### src/rtl/mc_control_fsm.sv
// mc_control_fsm: multicycle datapath controller (Moore FSM); define MC_CONTROL_BNE_EN to add bne support
module mc_control_fsm (
  input  logic       clk,
  input  logic       rst_n,
  input  logic [5:0] op_code,
  input  logic       mem_ready,
  output logic       pc_write,
  output logic       branch,
  output logic       branch_ne,
  output logic       iord,
  output logic       mem_write,
  output logic       ir_write,
  output logic       reg_dst,
  output logic       mem_to_reg,
  output logic       reg_write,
  output logic       alu_src_a,
  output logic [1:0] alu_src_b,
  output logic [1:0] alu_op,
  output logic [1:0] pc_src,
  output logic       illegal_op,
  output logic [3:0] state
);
  typedef enum logic [3:0] {
    FETCH, DECODE, MEMADR, MEMRD, MEMWB, MEMWR, RTYPE_EX, ALU_WB, BRANCH, IMM_EX, JUMP
  } state_t;
  state_t cur;
  logic rd_flag, sw_flag, bne_flag;
  logic is_mem, is_r, is_beq, is_bne, is_imm, is_j, legal;
  assign is_mem = op_code == 6'b100011 || op_code == 6'b101011;
  assign is_r   = op_code == 6'b000000;
  assign is_beq = op_code == 6'b000100;
  assign is_imm = op_code == 6'b001000 || op_code == 6'b001100 ||
                  op_code == 6'b001101 || op_code == 6'b001010;
  assign is_j   = op_code == 6'b000010;
  assign legal  = is_mem | is_r | is_beq | is_bne | is_imm | is_j;
`ifdef MC_CONTROL_BNE_EN
  assign is_bne = op_code == 6'b000101;
  always_ff @(posedge clk or negedge rst_n)
    if (!rst_n) bne_flag <= 1'b0;
    else if (cur == DECODE) bne_flag <= is_bne;
`else
  assign is_bne   = 1'b0;
  assign bne_flag = 1'b0;
`endif
  // opcode is only looked at in DECODE/IMM_EX; what later states need is latched here
  always_ff @(posedge clk or negedge rst_n)
    if (!rst_n) begin
      cur     <= FETCH;
      rd_flag <= 1'b0;
      sw_flag <= 1'b0;
    end else begin
      case (cur)
        FETCH:    cur <= mem_ready ? DECODE : FETCH;
        DECODE: begin
          sw_flag <= op_code == 6'b101011;
          cur     <= is_mem ? MEMADR : is_r ? RTYPE_EX : (is_beq | is_bne) ? BRANCH :
                     is_imm ? IMM_EX : is_j ? JUMP : FETCH;
        end
        MEMADR:   cur <= sw_flag ? MEMWR : MEMRD;
        MEMRD:    cur <= mem_ready ? MEMWB : MEMRD;
        MEMWR:    cur <= mem_ready ? FETCH : MEMWR;
        RTYPE_EX: begin
          cur     <= ALU_WB;
          rd_flag <= 1'b1;
        end
        IMM_EX:   begin
          cur     <= ALU_WB;
          rd_flag <= 1'b0;
        end
        default:  cur <= FETCH;
      endcase
    end
  always_comb begin
    {pc_write, branch, branch_ne, iord, mem_write, ir_write, reg_dst, mem_to_reg,
     reg_write, alu_src_a, alu_src_b, alu_op, pc_src, illegal_op} = '0;
    case (cur)
      FETCH: begin
        alu_src_b = 2'b01;
        ir_write  = mem_ready;
        pc_write  = mem_ready;
      end
      DECODE: begin
        alu_src_b  = 2'b11;
        illegal_op = !legal;
      end
      MEMADR: begin
        alu_src_a = 1'b1;
        alu_src_b = 2'b10;
      end
      MEMRD:  iord = 1'b1;
      MEMWB: begin
        mem_to_reg = 1'b1;
        reg_write  = 1'b1;
      end
      MEMWR: begin
        iord      = 1'b1;
        mem_write = 1'b1;
      end
      RTYPE_EX: begin
        alu_src_a = 1'b1;
        alu_op    = 2'b10;
      end
      ALU_WB: begin
        reg_write = 1'b1;
        reg_dst   = rd_flag;
      end
      BRANCH: begin
        alu_src_a = 1'b1;
        alu_op    = 2'b01;
        pc_src    = 2'b01;
        branch    = !bne_flag;
        branch_ne = bne_flag;
      end
      IMM_EX: begin
        alu_src_a = 1'b1;
        alu_src_b = 2'b10;
        alu_op    = op_code == 6'b001000 ? 2'b00 : 2'b11;
      end
      JUMP: begin
        pc_src   = 2'b10;
        pc_write = 1'b1;
      end
      default: ;
    endcase
  end
  assign state = cur;
endmodule

### config.mk
export PLATFORM = sky130hd
export DESIGN_NAME = mc_control_fsm
export DESIGN_NICKNAME = d
export VERILOG_FILES = /design/src/rtl/mc_control_fsm.sv
export SDC_FILE = /design/constraint.sdc
export NUM_CORES = 1
export LEC_CHECK = 0
export ABC_AREA = 1
export BUFFER_PORTS_ARGS = -buffer_cell sky130_fd_sc_hd__buf_2
export CAP_MARGIN = 20
export CORE_MARGIN = 2
export CORE_UTILIZATION = 40
export CTS_CLUSTER_DIAMETER = 30
export DETAILED_ROUTE_END_ITERATION = 10
export PLACE_DENSITY = 0.73
export SKIP_CTS_REPAIR_TIMING = 1
export SYNTH_ARGS = -nofsm -noshare
export SYNTH_HDL_FRONTEND = slang
export SYNTH_SLANG_ARGS = --single-unit
### constraint.sdc
create_clock -name clk -period 1.13 [get_ports clk]
set_input_delay 0.1695 -clock clk [delete_from_list [all_inputs] [get_ports clk]]
set_output_delay 0.1695 -clock clk [all_outputs]
set_load 0.005 [all_outputs]
# [Word level (Yosys, flattened, before mapping)]
# Cells that the tools add are included.
[totals] latch_bits=0 n_memories=0 register_bits=6 mem_bits_rw=0 romBits=0 elab_cells=63 output_inout_bits=21 input_bits=9
[op_classes] reduce_logical=13 multipliers=0 n_addsub=0 n_eq_ne=18 n_bitwise=4 muxes=25 shift=0 n_div=0 order_cmp=0
[op_table] cell="$eq A6 B4 Y1 const B" n=4
[op_table] cell="$pmux W4 S6" n=1
[op_table] cell="$mux W4" n=5
[op_table] cell="$eq A4 B3 Y1 const B" n=4
[op_table] cell="$eq A4 B4 Y1 const B" n=3
[op_table] cell="$eq A6 B6 Y1 const B" n=2
[op_table] cell="$pmux W2 S3" n=2
[op_table] cell="$mux W1" n=10
[op_table] cell="$mux W3" n=3
[op_table] cell="$eq A4 B2 Y1 const B" n=2
[op_table] cell="$reduce_or A2 Y1" n=4
[op_table] cell="$eq A6 B2 Y1 const B" n=1
[op_table] cell="$eq A6 B3 Y1 const B" n=1
[op_table] cell="$logic_not A6 Y1" n=1
[op_table] cell="$eq A4 B1 Y1 const B" n=1
[op_table] cell="$logic_not A4 Y1" n=1
[op_table] cell="$logic_or A1 B1 Y1" n=4
[op_table] cell="$or A1 B1 Y1" n=4
[op_table] cell="$pmux W1 S2" n=2
[op_table] cell="$pmux W2 S2" n=1
[op_table] cell="$reduce_or A4 Y1" n=1
[op_table] cell="$mux W2" n=1
[op_table] cell="$reduce_bool A2 Y1" n=1
[op_table] cell="$logic_not A1 Y1" n=1

# [Depth between registers and ports, before layout]
# Gate-level depths: netlist of the first run.
[depth] depth_word=9 ltp_mapped=8 mapped_depth_nobuf=8

# [Least setup slack after synthesis of the first run]
# OpenSTA, ideal clock, no wires.
[synth_path] path_type="register -> output" from="reg cur[1] (netlist: state[1])" to="out illegal_op" path_stages_with_launch=7 path_buffers=1 required_time_ps=961 arrival_time_ps=995 slack_ps=-34 cell_sequence="dfrtp_1 buf_6 inv_2 nand2_2 nor2_4 nand3_2 nor2_1"
[synth_between] elab_chain_cells=2
[synth_rtl] element="start: declaration" line="26" rtl="state_t cur;"
[synth_rtl] element="start signal: assignment" line="53" rtl="FETCH: cur <= mem_ready ? DECODE : FETCH;"
[synth_rtl] element="start signal: assignment" line="56" rtl="cur <= is_mem ? MEMADR : is_r ? RTYPE_EX : (is_beq | is_bne) ? BRANCH :"
[synth_rtl] element="start signal: assignment" line="59" rtl="MEMADR: cur <= sw_flag ? MEMWR : MEMRD;"
[synth_rtl] element="$eq A4 B1 Y1" line="76" rtl="case (cur)"
[synth_rtl] element="$mux W1" line="76"
[synth_rtl] element="end: declaration" line="20" rtl="output logic illegal_op,"
# No other way between the ends.

# [Final worst setup path of the first run]
[layout_path] from="reg cur[0] (netlist: state[0])" to="out alu_src_b[1]"
[layout_between] elab_chain_cells=3 word_cells_on_any_way=6 cone_classes="eq/ne: 3; mux: 1; reduce/logical: 2"
[layout_rtl] element="$eq A4 B4 Y1 / $eq A4 B2 Y1 (equally long branches)" line="76"
[layout_rtl] element="$reduce_or A2 Y1 (no source line)"
[layout_rtl] element="$pmux W2 S3 *" line="76"
[layout_rtl] element="end: declaration" line="17" rtl="output logic [1:0] alu_src_b,"
# Every way passes the cells marked *; elsewhere a longest branch is shown, timed or not.

==> impl_results.md, run 1 <==
* Clk Tree Root Cell: sky130_fd_sc_hd__clkbuf_4
* Via count of the first global-routing pass at 674
* Die height at 43.7 um
* Wire length after detailed routing at between 1500 and 2000 um
* Via total after detailed routing at 776
* Clock transition at the registers of the reported paths at 0.04 ns
* Area growth syn-to-layout at 51.7%
* Starting DRT DRC Count at 6
* Clock buffers created by TritonCTS at 3
* Diodes inserted at 0
* Yosys top cell area share at between 20% and 30%
* IO buf count at 28
* DR vias/cell at between 4 and 5
* Most instantiated flip-flop cell in the synthesis netlist: sky130_fd_sc_hd__dfrtp_1
* FF-to-FF path depth at 8
* Post-layout nets at 158
* Top cell types by occurrence after synthesis: sky130_fd_sc_hd__nand2_1, sky130_fd_sc_hd__inv_1, sky130_fd_sc_hd__nor2_1
* Type of the most critical hold path: in -> reg
* Final hold vios at 0
* Multiplexer share of the synthesized area at 0%
* Top layer reached by signal wires: met4
* CP required at 0.96 ns
* Post-Synth XOR/XNOR Area at 0%
* Status: complete, but fails checks
* Unrepaired setup endpoints after global routing: yes
* Max Freq at 701 MHz
* Skew final at 0.00285 ns
* Syn_nets at 115
* Wire length of the first global-routing pass at 2600 um
* Nature of the critical path startpoint: register
* Top cells by area in the synthesized netlist: sky130_fd_sc_hd__dfrtp_1, sky130_fd_sc_hd__nand2_1, sky130_fd_sc_hd__inv_1, sky130_fd_sc_hd__nor2_1, sky130_fd_sc_hd__nand3_1
* Top-level port count at 30
* Period utilization at 126%
* Cell variety after synth at 21
* Final Slew Violations at 0
* Number of placement rows at 14
* Average routed wire per standard cell at 10.1 um
* Total routed wire length on the met1 layer at 684 um
* Failing checks: setup timing
* Worst Path Arrival at 1.26 ns
* Number of H-tree levels at 1
* Iteration count of the initial detailed-routing pass at 4
* Synthesized-area fraction occupied by ao, oa, aoi and oai cells at 6.73%
* Utilization after layout at 64.4%
* Leakage Power at 0.634 nW
* Fraction of layout instances using a drive strength above 1 at 51.0%
* Combinational family with the most area after synthesis: simple AND/OR/NAND/NOR gates
* CTS tree: yes
* Simple-gate area share of the yosys netlist at 52.3%
* Total met3 wirelength after detailed routing at between 90 and 100 um
* Worst path setup slack after routing at -0.296 ns
* Category of the worst setup path capture point: output port
* Adder and majority gate portion of the synthesized area at 0%
* Setup Crit Path Kind: reg -> out
* Cells on Worst Hold Path at 3
* Minimum clock period at 1.43 ns
* Fill cell instance count of the final layout at 138
* Fraction of registers with async set or reset after synthesis at 100%
* DRC violations left at 0
* Post-Syn Area at 632 um^2
* Horizontal die dimension at 43.7 um
* Number of synthesized register bits at 6
* Worst-skew pair later-pin latency at 0.23 ns
* DRT antenna net count at 0
* Area of the multi-input gates at 427 um^2
* Clock Sink Count at 6
* Antenna violations before repair at 0
* Post-placement cell count at 158
* Overall power consumption at ~1.9 mW
* Count of flip-flops with a built-in enable after synthesis at 0
* Setup-failing EPs final at 18
* Clock Tree Buf Depth at 2
* Areal power density over the cells at 1960 mW/mm^2
* Overflow after GRT at 0
* Global router's overall resource usage at 17.8%
* Warning count from the yosys run at 0
* Most frequent cell after synthesis: sky130_fd_sc_hd__nand2_1
* Initial standard-cell utilization of the core at between 40 and 50%
* Average footprint of a synthesized cell at 5.96 um^2
* Number of violations of the max-capacitance limit at 0
* Largest net degree at the start of global routing at 8
* Placeable Area at 0.00149 mm^2
* IR Drop Worst-Case VDD at 1.05 mV
* Sequential cell area at 154 um^2
* Layout Cells excl Fill at 163
* Floorplan die area at between 0.0015 and 0.002 mm^2
* Met2 WL post-DR at 851 um
* Synth Instances at ~110
* Last weighted congestion value of the routability-driven placer at between 0.8 and 0.9
* Area leader, netlist: sky130_fd_sc_hd__dfrtp_1
* Portion of the post-synthesis area used by sequential elements at between 20% and 30%
* Half-perimeter wire length after placement at 1360 um
* Largest fanout on the critical path at 5
## worst paths after layout
kind	start	to	slack (ns)
worst min-delay path	op_code[3]	sw_flag	0.23
max in group asynchronous	rst_n	state[2]	0.68
worst max-delay path	state[0]	alu_src_b[1]	-0.30
min in group asynchronous	rst_n	state[0]	0.29
worst max register to register	state[1]	state[3]	-0.04
worst min register to register	sw_flag	state[2]	0.59
## through the flow
| stage | instance area (um^2) | setup TNS [ns] | hold WS [ns] | setup WS, ns |
|---|---|---|---|---|
| after floorplan | 634 | 0 | -0.126 | 0.00637 |
| after global placement | 851 | -0.312 | -0.00929 | -0.0541 |
| after detailed placement | 851 | -0.377 | -0.00583 | -0.0686 |
| after CTS | 873 | -4.13 | -0.255 | -0.326 |
| after global routing | 958 | -5.34 | 0.239 | -0.366 |
| final | 958 | -3.62 | 0.228 | -0.296 |
## registers in the layout, indices dropped and copies added, names as in the netlist
signal	cells
state	4
sw_flag	1
rd_flag	1
## cell usage in the layout, fill, tap and decap left out, types with 5 or more instances in the layout
cell type,Yosys,final
sky130_fd_sc_hd__buf_2,0,28
sky130_fd_sc_hd__buf_4,1,8
sky130_fd_sc_hd__inv_1,17,14
sky130_fd_sc_hd__inv_2,6,7
sky130_fd_sc_hd__nand2_1,25,22
sky130_fd_sc_hd__nand3_1,6,6
sky130_fd_sc_hd__nor2_1,16,14
sky130_fd_sc_hd__nor2_4,2,5
## per-layer routing
layer  vias up  global-route usage [%]
li1        404                       -
met1       339                    20.7
met2        31                    32.6
met3         2                    2.92
met4         0                    6.06
met5         -                       0
## final cells by class
cell class / count / share of cell area [%]
multi-input combinational: 75 / 44.5
clock buffer: 3 / 2.35
sequential: 6 / 16.1
tap: 16 / 2.09
timing repair buffer: 40 / 25.5
inverter: 23 / 9.53
## report_power, final
group	internal, mW	switching, mW	total, mW
Combinational	0.606	0.679	1.28
Sequential	0.291	0.117	0.407
Clock	0.119	0.0641	0.183
## critical path, stage by stage, from the launching register on
cell and delay (ns):
sky130_fd_sc_hd__dfrtp_2 0.44, sky130_fd_sc_hd__inv_4 0.10, sky130_fd_sc_hd__nand2_4 0.07, sky130_fd_sc_hd__nor2_4 0.14, sky130_fd_sc_hd__inv_2 0.06, sky130_fd_sc_hd__o21ai_0 0.07, sky130_fd_sc_hd__buf_2 0.14
## kinds of logic after synthesis
kind of cell	after synthesis
other cells	1
flops	6
compound gates	8
simple gates	66
buf+inv	25
Note: power is estimated with default switching activity, not from simulation.
==> inputs of run 2 (changes only) <==
--- a/config.mk
+++ b/config.mk
@@ -12,7 +12,8 @@
 export CORE_UTILIZATION = 40
 export CTS_CLUSTER_DIAMETER = 30
 export DETAILED_ROUTE_END_ITERATION = 10
-export PLACE_DENSITY = 0.73
+export GPL_ROUTABILITY_DRIVEN = 1
+export PLACE_DENSITY_LB_ADDON = 0.08
 export SKIP_CTS_REPAIR_TIMING = 1
 export SYNTH_ARGS = -nofsm -noshare
 export SYNTH_HDL_FRONTEND = slang
==> run 2 against run 1 <==
Against the previous run:
- the run still ends with setup timing left
- sequential cell count unchanged
- core utilization up 1.8 points
- cell count increased by 1.8%
- sequential power grew 3%
- maximum frequency fell by 1.6%
- worst hold slack lost 0.023 ns
- routed wire length grew 12%
- total power increased by 4.2%
- via count rose by 6.7%
- worst setup slack lost 0.024 ns
- first-iteration DRC count grew to 3.5 times the previous value
==> impl_results.md, run 2 (synthesized netlist as in run 1, its figures left out) <==
* Clock Tree Buf Depth at 2 (unchanged)
* Buf+Inv Stages, Crit Path at 2 (-1)
* Overflow after GRT at 0 (unchanged)
* Highest-delay cell along the critical path: sky130_fd_sc_hd__dfrtp_2
* FF-to-FF path depth at 8 (unchanged)
* Worst-skew pair later-pin latency at 0.25 ns (+0.02 ns)
* Final Slew Violations at 0 (unchanged)
* Hold slack final at 0.205 ns (-0.0230 ns)
* End of the worst register-to-register path: state[3]
* Iteration count of the initial detailed-routing pass at 5 (+1)
* Setup Crit Path Kind: reg -> out
* Nature of the critical path startpoint: register
* IO buf count at 28 (unchanged)
* Number of placement rows at 14 (unchanged)
* Clk Tree Root Cell: sky130_fd_sc_hd__clkbuf_4
* DRT antenna net count at 0 (unchanged)
* Post-layout nets at 161 (+1.9%)
* Wire length after detailed routing at 1850 um (+12%)
* Failing checks: setup timing
* Critical path's top delay family: flip-flops
* Placed standard-cell area at 866 um^2 (+1.8%)
* Antenna violations before repair at 0 (unchanged)
* Unrepaired setup endpoints after global routing: yes
* Largest net degree at the start of global routing at 8 (unchanged)
* Die height at 43.7 um (unchanged)
* Final hold vios at 0 (unchanged)
* Skew final at 0.00213 ns (-0.000716 ns)
* Area growth syn-to-layout at 55.8%
* CP required at 0.96 ns (about the same)
* Clock buffers created by TritonCTS at 3 (unchanged)
* Top-level port count at 30 (unchanged)
* Number of H-tree levels at 1 (unchanged)
* Initial standard-cell utilization of the core at 42.4% (unchanged)
* Critical path cell sequence: inv_2, nand2_2, nor2_4, nand3_2, nor2_2, buf_2
* Average routed wire per standard cell at 11.2 um (+10%)
* Worst min-delay path endpoint: sw_flag
* Cells on Worst Hold Path at 3 (unchanged)
* FF-to-FF Start: state[1]
* IR Drop Worst-Case VDD at 0.879 mV (-16%)
* Worst Path Arrival at 1.28 ns (+0.02 ns)
* Diodes inserted at 0 (unchanged)
* Met2 capacity usage during global routing at 34.7% (+2.1 points)
* Setup TNS at -4.20 ns (-0.580 ns)
* Leakage Power at 0.638 nW (+0.65%)
* Minimum clock period at 1.45 ns (+0.0238 ns)
* Setup-failing EPs final at 22 (+4)
* Last weighted congestion value of the routability-driven placer at 0.827 (-4.9%)
* Overall power consumption at 1.95 mW (+4.2%)
* Post-layout instance area at 985 um^2 (+2.7%)
* Number of violations of the max-capacitance limit at 0 (unchanged)
* GRT Max-Usage Layer: met2
* Fill cell instance count of the final layout at 153 (+11%)
* Via count of the first global-routing pass at 694 (+3.0%)
* Placeable Area at 0.00149 mm^2 (unchanged)
* Utilization after layout at 66.1% (+1.8 points)
* Clock Sink Count at 6 (unchanged)
* Most frequent standard cell in the layout excluding fill and tap cells: sky130_fd_sc_hd__buf_2
* Max Freq at 690 MHz (-1.6%)
* Number of flip-flops in the largest register at 4 (unchanged)
* Most frequent cells in the layout: sky130_fd_sc_hd__buf_2, sky130_fd_sc_hd__nand2_1, sky130_fd_sc_hd__nor2_1, sky130_fd_sc_hd__inv_1, sky130_fd_sc_hd__buf_4
* CTS tree: yes
* Status: complete, but fails checks
* Half-perimeter wire length after placement at 1420 um (+4.3%)
* Global router's overall resource usage at 20.1% (+2.3 points)
* Fraction of layout instances using a drive strength above 1 at 52.7% (+1.6 points)
* M3 GR Usage at 1.25% (-1.7 points)
* Clock transition at the registers of the reported paths at 0.04 ns (about the same)
* Horizontal die dimension at 43.7 um (unchanged)
* Floorplan die area at 0.00191 mm^2 (unchanged)
* Areal power density over the cells at 1980 mW/mm^2 (+1.4%)
* Wire length of the first global-routing pass at 2860 um (+10%)
* Layout Cells excl Fill at 166 (+1.8%)
* Worst setup slack for register-to-register paths at -0.06 ns (-0.02 ns)
* Via total after detailed routing at 828 (+6.7%)
* Worst path setup slack after routing at -0.319 ns (-0.0238 ns)
* Starting DRT DRC Count at 21 (+15)
* Category of the worst setup path capture point: output port
* Type of the most critical hold path: in -> reg
* Met1 routing resource usage after global routing at 25.6% (+4.9 points)
* DR vias/cell at 4.99 (+4.8%)
* Largest fanout on the critical path at 7 (+2)
* Post-Place Worst Slack at -0.141 ns (-0.0728 ns)
* Delay contributed by the slowest stage of the critical path at 0.48 ns (+0.04 ns)
* Hold wc startpoint: op_code[3]
* DRC violations left at 0 (unchanged)
* Post-placement cell count at 160 (+1.3%)
* Period utilization at 128% (+2.1 points)
run 2: cell count changes in the layout (fill, tap and decap cells not counted), sizes merged:
cell  previous run  this run
buf             39        42
run 2: power breakdown:
part	switching, mW	leakage, nW	total, mW	internal, mW
sequential	0.129	0.0752	0.420	0.291
clock	0.0770	0.0138	0.197	0.120
combinational	0.698	0.549	1.34	0.638
total	0.905	0.638	1.95	1.05
run 2: worst min-delay path: cells and delay by family:
kind	cells	cell delay, ns
buf+inv	1	0.12
simple gates	1	0.06
compound gates	1	0.05
run 2: layout make-up:
| type | instances | area, um^2 | area share (%) |
|---|---|---|---|
| flip-flops and latches | 6 | 155 | 15.8 |
| clock buffers | 3 | 22.5 | 2.29 |
| repair buffers | 43 | 263 | 26.7 |
| multi-input cells | 75 | 430 | 43.7 |
| well taps | 16 | 20.0 | 2.03 |
| inverters | 23 | 93.8 | 9.53 |
run 2: worst max path at each step:
| stage | start | endpoint | cells after the start |
|---|---|---|---|
| after detailed placement | state[3] | alu_op[1] | 7 |
| after floorplan | state[2] | illegal_op | 5 |
| after CTS | state[3] | alu_op[1] | 7 |
| after global placement | state[0] | alu_op[0] | 7 |
| after global routing | state[2] | alu_src_b[1] | 6 |
| final | state[1] | illegal_op | 6 |
run 2: layer usage:
layer | wire (um) | vias up
li1 | - | 411
met1 | 759 | 365
met2 | 931 | 43
met3 | 119 | 9
met4 | 42 | 0
met5 | 0 | -
